[src/rtl/pe_pkg.sv]
// Shared types and defaults for the PE MAC sequencer slice.
// FSM state encoding, scratchpad depth defaults, counter widths.
package pe_pkg;

  typedef enum logic [2:0] {
    S_IDLE,
    S_LOAD_W,
    S_LOAD_A,
    S_COMPUTE,
    S_OUT,
    S_DONE
  } seq_state_t;

  localparam int FILT_MAX_DEF = 4;
  localparam int ACT_MAX_DEF  = 16;
  localparam int TAP_CW = $clog2(FILT_MAX_DEF + 1);
  localparam int ACT_CW = $clog2(ACT_MAX_DEF + 1);

endpackage

[src/rtl/pe_spad.sv]
// Register-file scratchpad: 1 write port, 1 combinational read port.
// Ports: clk, we_i/waddr_i/wdata_i (write), raddr_i/rdata_o (read).
module pe_spad #(
  parameter int WIDTH = 16,
  parameter int DEPTH = 4,
  localparam int AW = (DEPTH > 1) ? $clog2(DEPTH) : 1
) (
  input  logic             clk,
  input  logic             we_i,
  input  logic [AW-1:0]    waddr_i,
  input  logic [WIDTH-1:0] wdata_i,
  input  logic [AW-1:0]    raddr_i,
  output logic [WIDTH-1:0] rdata_o
);

  // Contents deliberately survive reset.
  logic [WIDTH-1:0] mem_q [DEPTH];

  always_ff @(posedge clk) begin
    if (we_i) mem_q[waddr_i] <= wdata_i;
  end

  assign rdata_o = mem_q[raddr_i];

endmodule

[src/rtl/pe_mac_sequencer.sv]
// Row-stationary 1D conv sequencer driving an external 1-cycle MAC.
// Ports: start/cfg/busy/done/cfg_err control; w_*, a_* load streams;
// psum_in_* / psum_out_* partial-sum streams; mac_* to/from the MAC.
// Optional: PE_WEIGHT_REUSE_EN adds cfg_reuse_w to skip weight reload.
module pe_mac_sequencer
  import pe_pkg::*;
#(
  parameter int IN_BITWIDTH  = 16,
  parameter int OUT_BITWIDTH = 32,
  parameter int FILT_MAX     = FILT_MAX_DEF,
  parameter int ACT_MAX      = ACT_MAX_DEF,
  localparam int TW = $clog2(FILT_MAX + 1),
  localparam int AW = $clog2(ACT_MAX + 1)
) (
  input  logic                    clk,
  input  logic                    reset,
  input  logic                    start,
  input  logic [TW-1:0]           cfg_taps,
  input  logic [AW-1:0]           cfg_acts,
  output logic                    busy,
  output logic                    done,
  output logic                    cfg_err,
  input  logic [IN_BITWIDTH-1:0]  w_data,
  input  logic                    w_valid,
  output logic                    w_ready,
  input  logic [IN_BITWIDTH-1:0]  a_data,
  input  logic                    a_valid,
  output logic                    a_ready,
  input  logic [IN_BITWIDTH-1:0]  psum_in,
  input  logic                    psum_in_valid,
  output logic                    psum_in_ready,
  output logic [IN_BITWIDTH-1:0]  mac_a,
  output logic [IN_BITWIDTH-1:0]  mac_w,
  output logic [IN_BITWIDTH-1:0]  mac_sum,
  output logic                    mac_en,
  input  logic [OUT_BITWIDTH-1:0] mac_out,
  output logic [OUT_BITWIDTH-1:0] psum_out,
  output logic                    psum_out_valid,
  input  logic                    psum_out_ready
`ifdef PE_WEIGHT_REUSE_EN
  ,
  input  logic                    cfg_reuse_w
`endif
);

  localparam int WAW = (FILT_MAX > 1) ? $clog2(FILT_MAX) : 1;
  localparam int AAW = (ACT_MAX > 1) ? $clog2(ACT_MAX) : 1;

  seq_state_t state_q, state_d;
  logic [TW-1:0] taps_q, taps_d;
  logic [AW-1:0] acts_q, acts_d;
  logic [AW-1:0] idx_q, idx_d;
  logic [AW-1:0] o_q, o_d;
  logic [TW-1:0] k_q, k_d;
  logic          err_q, err_d;

  logic                   we_w, we_a, issue, cfg_bad, reuse_hit;
  logic [AW-1:0]          a_addr;
  logic [IN_BITWIDTH-1:0] w_rd, a_rd;

`ifdef PE_WEIGHT_REUSE_EN
  logic          res_q, res_d;
  logic [TW-1:0] res_taps_q, res_taps_d;
  assign reuse_hit = cfg_reuse_w && res_q && (res_taps_q == cfg_taps);
`else
  assign reuse_hit = 1'b0;
`endif

  assign cfg_bad = (cfg_taps == '0)
                || (cfg_taps > TW'(FILT_MAX))
                || (cfg_acts > AW'(ACT_MAX))
                || (AW'(cfg_taps) > cfg_acts);

  assign a_addr  = o_q + AW'(k_q);
  assign cfg_err = err_q;

  pe_spad #(.WIDTH(IN_BITWIDTH), .DEPTH(FILT_MAX)) u_wspad (
    .clk     (clk),
    .we_i    (we_w),
    .waddr_i (idx_q[WAW-1:0]),
    .wdata_i (w_data),
    .raddr_i (k_q[WAW-1:0]),
    .rdata_o (w_rd)
  );

  pe_spad #(.WIDTH(IN_BITWIDTH), .DEPTH(ACT_MAX)) u_aspad (
    .clk     (clk),
    .we_i    (we_a),
    .waddr_i (idx_q[AAW-1:0]),
    .wdata_i (a_data),
    .raddr_i (a_addr[AAW-1:0]),
    .rdata_o (a_rd)
  );

  always_ff @(posedge clk or posedge reset) begin
    if (reset) begin
      state_q <= S_IDLE;
      taps_q  <= '0;
      acts_q  <= '0;
      idx_q   <= '0;
      o_q     <= '0;
      k_q     <= '0;
      err_q   <= 1'b0;
    end else begin
      state_q <= state_d;
      taps_q  <= taps_d;
      acts_q  <= acts_d;
      idx_q   <= idx_d;
      o_q     <= o_d;
      k_q     <= k_d;
      err_q   <= err_d;
    end
  end

`ifdef PE_WEIGHT_REUSE_EN
  always_ff @(posedge clk or posedge reset) begin
    if (reset) begin
      res_q      <= 1'b0;
      res_taps_q <= '0;
    end else begin
      res_q      <= res_d;
      res_taps_q <= res_taps_d;
    end
  end
`endif

  always_comb begin
    state_d        = state_q;
    taps_d         = taps_q;
    acts_d         = acts_q;
    idx_d          = idx_q;
    o_d            = o_q;
    k_d            = k_q;
    err_d          = err_q;
`ifdef PE_WEIGHT_REUSE_EN
    res_d          = res_q;
    res_taps_d     = res_taps_q;
`endif
    we_w           = 1'b0;
    we_a           = 1'b0;
    issue          = 1'b0;
    busy           = 1'b0;
    done           = 1'b0;
    w_ready        = 1'b0;
    a_ready        = 1'b0;
    psum_in_ready  = 1'b0;
    mac_a          = '0;
    mac_w          = '0;
    mac_sum        = '0;
    mac_en         = 1'b0;
    psum_out       = '0;
    psum_out_valid = 1'b0;
    unique case (state_q)
      S_IDLE: begin
        if (start) begin
          taps_d = cfg_taps;
          acts_d = cfg_acts;
          idx_d  = '0;
          o_d    = '0;
          k_d    = '0;
          err_d  = cfg_bad;
          if (cfg_bad) begin
            state_d = S_DONE;
`ifdef PE_WEIGHT_REUSE_EN
            res_d   = 1'b0;
`endif
          end else if (reuse_hit) begin
            state_d = S_LOAD_A;
          end else begin
            state_d = S_LOAD_W;
`ifdef PE_WEIGHT_REUSE_EN
            // Row is being overwritten; not resident until complete.
            res_d   = 1'b0;
`endif
          end
        end
      end
      S_LOAD_W: begin
        busy    = 1'b1;
        w_ready = 1'b1;
        if (w_valid) begin
          we_w = 1'b1;
          if (idx_q == AW'(taps_q) - AW'(1)) begin
            idx_d   = '0;
            state_d = S_LOAD_A;
`ifdef PE_WEIGHT_REUSE_EN
            res_d      = 1'b1;
            res_taps_d = taps_q;
`endif
          end else begin
            idx_d = idx_q + AW'(1);
          end
        end
      end
      S_LOAD_A: begin
        busy    = 1'b1;
        a_ready = 1'b1;
        if (a_valid) begin
          we_a = 1'b1;
          if (idx_q == acts_q - AW'(1)) begin
            idx_d   = '0;
            o_d     = '0;
            k_d     = '0;
            state_d = S_COMPUTE;
          end else begin
            idx_d = idx_q + AW'(1);
          end
        end
      end
      S_COMPUTE: begin
        busy  = 1'b1;
        mac_a = a_rd;
        mac_w = w_rd;
        if (k_q == '0) begin
          psum_in_ready = 1'b1;
          mac_sum       = psum_in;
          issue         = psum_in_valid;
        end else begin
          // MAC sum_in is narrow; running sum wraps here.
          mac_sum = mac_out[IN_BITWIDTH-1:0];
          issue   = 1'b1;
        end
        mac_en = issue;
        if (issue) begin
          if (k_q == taps_q - TW'(1)) begin
            k_d     = '0;
            state_d = S_OUT;
          end else begin
            k_d = k_q + TW'(1);
          end
        end
      end
      S_OUT: begin
        busy           = 1'b1;
        psum_out       = mac_out;
        psum_out_valid = 1'b1;
        if (psum_out_ready) begin
          if (o_q == acts_q - AW'(taps_q)) begin
            state_d = S_DONE;
          end else begin
            o_d     = o_q + AW'(1);
            k_d     = '0;
            state_d = S_COMPUTE;
          end
        end
      end
      S_DONE: begin
        done    = 1'b1;
        state_d = S_IDLE;
      end
      default: state_d = S_IDLE;
    endcase
  end

endmodule
[config.mk]
export PLATFORM = sky130hd
export DESIGN_NAME = pe_mac_sequencer
export DESIGN_NICKNAME = d
export VERILOG_FILES = /design/src/rtl/pe_pkg.sv /design/src/rtl/pe_spad.sv /design/src/rtl/pe_mac_sequencer.sv
export SDC_FILE = /design/constraint.sdc
export NUM_CORES = 1
export LEC_CHECK = 0
export ABC_AREA = 1
export CAP_MARGIN = 5
export CORE_UTILIZATION = 47
export CTS_CLUSTER_DIAMETER = 30
export DETAILED_ROUTE_END_ITERATION = 16
export PLACE_DENSITY = 0.72
export SYNTH_ARGS = -nofsm -noshare
export SYNTH_HDL_FRONTEND = slang
export SYNTH_SLANG_ARGS = --single-unit
[constraint.sdc]
create_clock -name clk -period 2.7 [get_ports clk]
set_input_delay 0.54 -clock clk [delete_from_list [all_inputs] [get_ports clk]]
set_output_delay 0.54 -clock clk [all_outputs]
set_load 0.1 [all_outputs]
# Word level (Yosys, flattened, before mapping)

Memory sizes are Yosys's and may differ from the RTL's.
Cells that the tools add are included.

Flip-flop bits (word level): 25
Memories: 2
Output and inout port bits: 88
Logic and storage cells: 106
Memory bits (writable): 320

Mux-type cells: 53
$lt $le $gt $ge: 3
Add/subtract/negate cells: 8
Eq/ne operators: 18
Reductions and logical operators: 15

Memories:

| memory        | depth | width | rd ports | clocked after memory_dff | wr ports | line          | source |
|---|---|---|---|---|---|---|---|
| u_aspad.mem_q | 16    | 16    | 1        | 0                        | 1        | pe_spad.sv:17 | `logic [WIDTH-1:0] mem_q [DEPTH];` |
| u_wspad.mem_q | 4     | 16    | 1        | 0                        | 1        | pe_spad.sv:17 |  |

Operators by type and width:

| kind                                                                   | count |
|---|---|
| 16-bit two-way mux                                                     | 4 |
| 3-bit two-way mux                                                      | 17 |
| 5-bit two-way mux                                                      | 9 |
| 32-bit two-way mux                                                     | 1 |
| 5-bit case mux with 3 select lines                                     | 2 |
| 1-bit two-way mux                                                      | 18 |
| 2-bit != test (second input constant)                                  | 9 |
| 5-bit equality test                                                    | 3 |
| 3-bit case mux with 5 select lines                                     | 1 |
| 3-bit case mux with 4 select lines                                     | 1 |
| 5-bit by 1-bit adder with 5-bit output (second input constant)         | 2 |
| 3-bit zero test                                                        | 3 |
| 8-bit AND reduction                                                    | 1 |
| 7-bit AND reduction                                                    | 1 |
| 3-bit by 2-bit equality test with 1-bit output (second input constant) | 2 |
| 3-bit equality test (second input constant)                            | 2 |
| 6-bit AND reduction                                                    | 1 |
| 3-bit nonzero test                                                     | 2 |
| 3-bit by 5-bit > comparator with 1-bit output                          | 1 |
| 5-bit > comparator (second input constant)                             | 1 |
| 5-bit by 1-bit subtractor with 5-bit output (second input constant)    | 1 |
| 5-bit by 3-bit subtractor with 5-bit output                            | 1 |
| 4-bit by 3-bit adder with 4-bit output                                 | 1 |
| 4-bit AND reduction                                                    | 1 |
| other kinds (10)                                                       | 12 |

# Logic depth before layout (Yosys ltp)

Depth in word-level cells: 7
Depth in mapped cells: 14

# Cells and area by module

A second synthesis with hierarchy kept.

Cell total of the unflattened synthesis: 1842
Area, all modules: 16831.1 µm²

Modules (own cells, without submodules):

| module             | area each (µm²) | cells each | times used |
|---|---|---|---|
| pe_spad at u_aspad | 11060.6         | 1058       | 1 |
| pe_mac_sequencer   | 3011.6          | 525        | 1 |
| pe_spad at u_wspad | 2758.9          | 259        | 1 |

# Worst setup path after synthesis

OpenSTA, ideal clock, no wires.

Kind: reg2out
From: register k_q[1]
To: output mac_a[0]
Arrival: 3.582 ns
Path slack: -1.422 ns
Required time: 2.160 ns
Cell stages (with the launch flop): 15
Cells stage by stage: dfrtp_1 buf_4 inv_2 clkbuf_1 fa_1 buf_4 inv_2 buf_4 buf_4 a21oi_1 a22oi_1 mux2i_1 nand2_1 nand2_1 nor2_1

Word-level cells in the longest chain between the ends: 3

RTL lines:

| what                                   | line                    | source |
|---|---|---|
| from (decl)                            | pe_mac_sequencer.sv:54  | `logic [TW-1:0] k_q, k_d;` |
| from (signal assigned)                 | pe_mac_sequencer.sv:110 | `k_q <= k_d;` |
| 4-bit by 3-bit adder with 4-bit output | pe_mac_sequencer.sv:74  | `assign a_addr = o_q + AW'(k_q);` |
| memory 16 x 16 bit                     | --                      |  |
| 16-bit two-way mux                     | pe_mac_sequencer.sv:153 | `unique case (state_q)` |
| to (decl)                              | pe_mac_sequencer.sv:32  | `output logic [IN_BITWIDTH-1:0] mac_a,` |

No other way between the ends.

# Worst setup path after layout

From: register k_q[0]
To: output mac_a[10]

Same word-level chain as after synthesis.

==> impl_results.md <==
- Status: finished with violations
- Failing checks: negative setup slack
- Synthesized area per cell: 10.8 um^2
- Die Height: 183 um
- RSZ-0062 raised after global routing: yes
- Post-synthesis sequential area ratio: 0.662
- Synth Warn #: 0
- Max_slew headroom: 0.574
- Fraction of layout cells with a size suffix above 1: 0.245
- Post-Synth XOR/XNOR Area: 0.00615
- Die W: 183 um
- Worst Skew: 0.0462 ns
- Top post-synthesis cells by area: edfxtp_1 62%, nand2_1 7.8%, a21oi_1 5.6%
- Cell family with most CP delay: adder cells
- Main combinational cell family by area after synthesis: simple AND/OR/NAND/NOR gates
- Fin Setup TNS: -20.80 ns
- Max_cap viols: 0
- H-tree depth: 3
- Critical path class: flop to output port
- Critical path buffers and inverters: 4
- Most common cell after layout, fill and taps aside: edfxtp_1
- Synth Area in Compound Gates: 0.113
- Row count: 66
- Crit-path slowest cell: fa_2
- Tmin final: 3.51 ns
- Final HPWL from detailed placement: 24900 um
- Synth Net Count: 1540
- Cell Pwr Density: 1120 nW/um^2
- Final hold violation count: 0
- Final setup margin: -0.810 ns
- Worst setup EP type: output port
- Drt drc: 0
- Most frequent cells in the layout: 320 x edfxtp_1, 308 x nand2_1, 129 x nor2_1
- Initial antenna violation count: 1
- Max Clk Rate: 285 MHz
- Total power: 25.2 mW
- Largest net degree at the start of global routing: 61
- GP Congestion: 0.860
- Startpoint Class: flop
- Die Footprint: 33600 um^2
- Final period util: 1.30
- # placed instances: 2034
- CP Data Arrival Time: 2.97 ns
- IO Count: 183
- DRT Pass-1 Iters: 6
- Cell count after synthesis: 1425
- First-pass GRT wire length: 66400 um
- Worst Tran Pin Value: 0.637 ns
- Post-synthesis mux area share: 0.00972
- Cell variety after synth: 37
- Largest stage delay on the critical path: 0.52 ns
- CTS sink cnt: 345
- Post-Syn Area: 15500 um^2
- Number of I/O port buffers: 182
- Clock latency on the worst-skew pair: 0.59 ns
- DRT Wirelength: 43600 um
- Vias in the first global route: 12.2k
- Initial core utilization: 0.476
- Peak VDD IR: 0.00112 V
- CP most frequent cell: buf_12
- Crit path max fanout: 28
- Wire per inst: 20.1 um
- Hold Path Class: input pin to async pin
- Via count: 12.0k
- Gr ovfl total: 0
- CTS tree: built
- Leakage: 8.43 nW
- Synth top area share: 0.622
- Final slew viol count: 0
- CTS Buf Count: 71
- Routed Antenna Nets: 0
- CTS Hold Buffers Added: 0
- Adder-cell area share of the yosys netlist: 0.0172
- Area Growth Syn to Fin: 45.3%
- Yosys reg bits: 345
- R2r setup slk: 0.37 ns
- CTS root buf: clkbuf_16
- Final-stage net count: 1787
- Max Root-Sink Buffers: 3
- DR iter-0 viols: 1294
- Simple-gate share of the synthesized area: 0.145
- # diodes: 0
- Setup-failing EPs final: 50
- Largest area contributor in the synthesized netlist: edfxtp_1
- Req. time, crit path: 2.16 ns
- Critical path cell sequence: ha_4, inv_2, fa_2, inv_6, buf_12, a21oi_1, a22oi_1, mux2i_1, nand2_1, nand2_2, nor2_4, buf_12
- Core area: 32500 um^2
- Cell Count, Final, Fillers Out: 2171
- Final Util: 0.692
- GRT Total Usage: 0.260
- Routed vias/inst: 5.51
- Reg clk slew, reported paths: 0.05 ns
## state kept, by name (all words and copies together), names as in the netlist
register,count
state_q,3
acts_q,5
taps_q,3
u_wspad.mem_q,64
idx_q,5
u_aspad.mem_q,256
o_q,5
cfg_err,1
k_q,3
## power breakdown
group,switching (mW),internal [mW]
clock network,2.97,5.44
registers,0.190,6.15
logic,6.86,3.62
## layout make-up
type	count	area [um^2]
inverter	91	358
tap	442	553
clock inverter	49	556
fill	2165	9990
sequential	345	10200
multi-input combinational	913	5300
timing repair buffer	250	3630
clock buffer	81	1830
## worst paths after layout
kind / startpoint / cells past startpoint / endpoint
worst max register to register: acts_q[0]$_DFFE_PP0P_ / 10 / o_q[2]$_DFFE_PP0P_
worst min-delay path: reset / 3 / k_q[2]$_DFFE_PP0P_
worst min register to register: cfg_err$_DFFE_PP0P_ / 2 / cfg_err$_DFFE_PP0P_
worst max-delay path: k_q[0]$_DFFE_PP0P_ / 12 / mac_a[10]
max in group asynchronous: reset / 3 / state_q[0]$_DFFE_PP0P_
min in group clk: cfg_err$_DFFE_PP0P_ / 2 / cfg_err$_DFFE_PP0P_
## logic make-up after synthesis
group                      count (synthesis)
AOI/OAI and AO/OA                        307
xor gates and xnor gates                  10
buffers and inverters                    167
DFF                                      345
adders and majority gates                 20
and+or+nand+nor                          561
muxes                                     15
## stage by stage
step | setup WS, ns | hold slack, ns | area, um^2
finish | -0.810 | 0.329 | 22500
global route | -0.966 | 0.357 | 22500
CTS | -0.767 | 0.322 | 22300
detailed placement | -0.192 | 0.502 | 19800
global placement | -0.161 | 0.473 | 19800
floorplan | -0.483 | 0.475 | 16100
## cells in the mapped netlist
master and number:
inv_2 9, buf_6 3, o21ai_1 1, nand3_2 3
inv_1 81, buf_4 11, nor3_1 4, o22ai_1 2
mux2i_1 15, a21oi_1 172, xnor2_1 2, edfxtp_1 320
xor2_1 7, nor2_1 181, a22o_1 30, xor2_2 1
clkbuf_2 1, nand2_2 3, clkinv_1 1, fa_1 2
o211a_1 1, nand4_2 1, dfrtp_1 25, a21oi_4 1
nand3b_1 3, buf_2 33, nand2_1 323, and2_1 1
clkbuf_1 22, buf_1 6, nor2_2 3, ha_1 18
a22oi_1 30, nor2_4 1, nand3_1 29, o21ai_0 70
nand4_1 9
## repair_timing
action | 4_1_cts | 5_1_grt
gates cloned | 1 | 4
setup endpoints to repair | 77 | 77
pin swaps | 10 | 19
buffers inserted | 3 | 1
gates resized for setup | 24 | 20
## worst reg2reg max path, delay by kind of cell (launching register included)
family	cells	cell delay, ns
flops	1	0.38
fa+ha+maj	2	0.72
xor+xnor	1	0.14
buf+inv	1	0.10
simple gates	6	0.94
## routing by layer
layer | part of all wire | track usage | vias to the layer above
li1 | - | - | 5479
met1 | 0.39 | 0.324 | 5750
met2 | 0.50 | 0.440 | 611
met3 | 0.079 | 0.0552 | 112
met4 | 0.030 | 0.110 | 2
met5 | 0.00028 | 0 | -
Note: power is estimated with default switching activity, not from simulation.
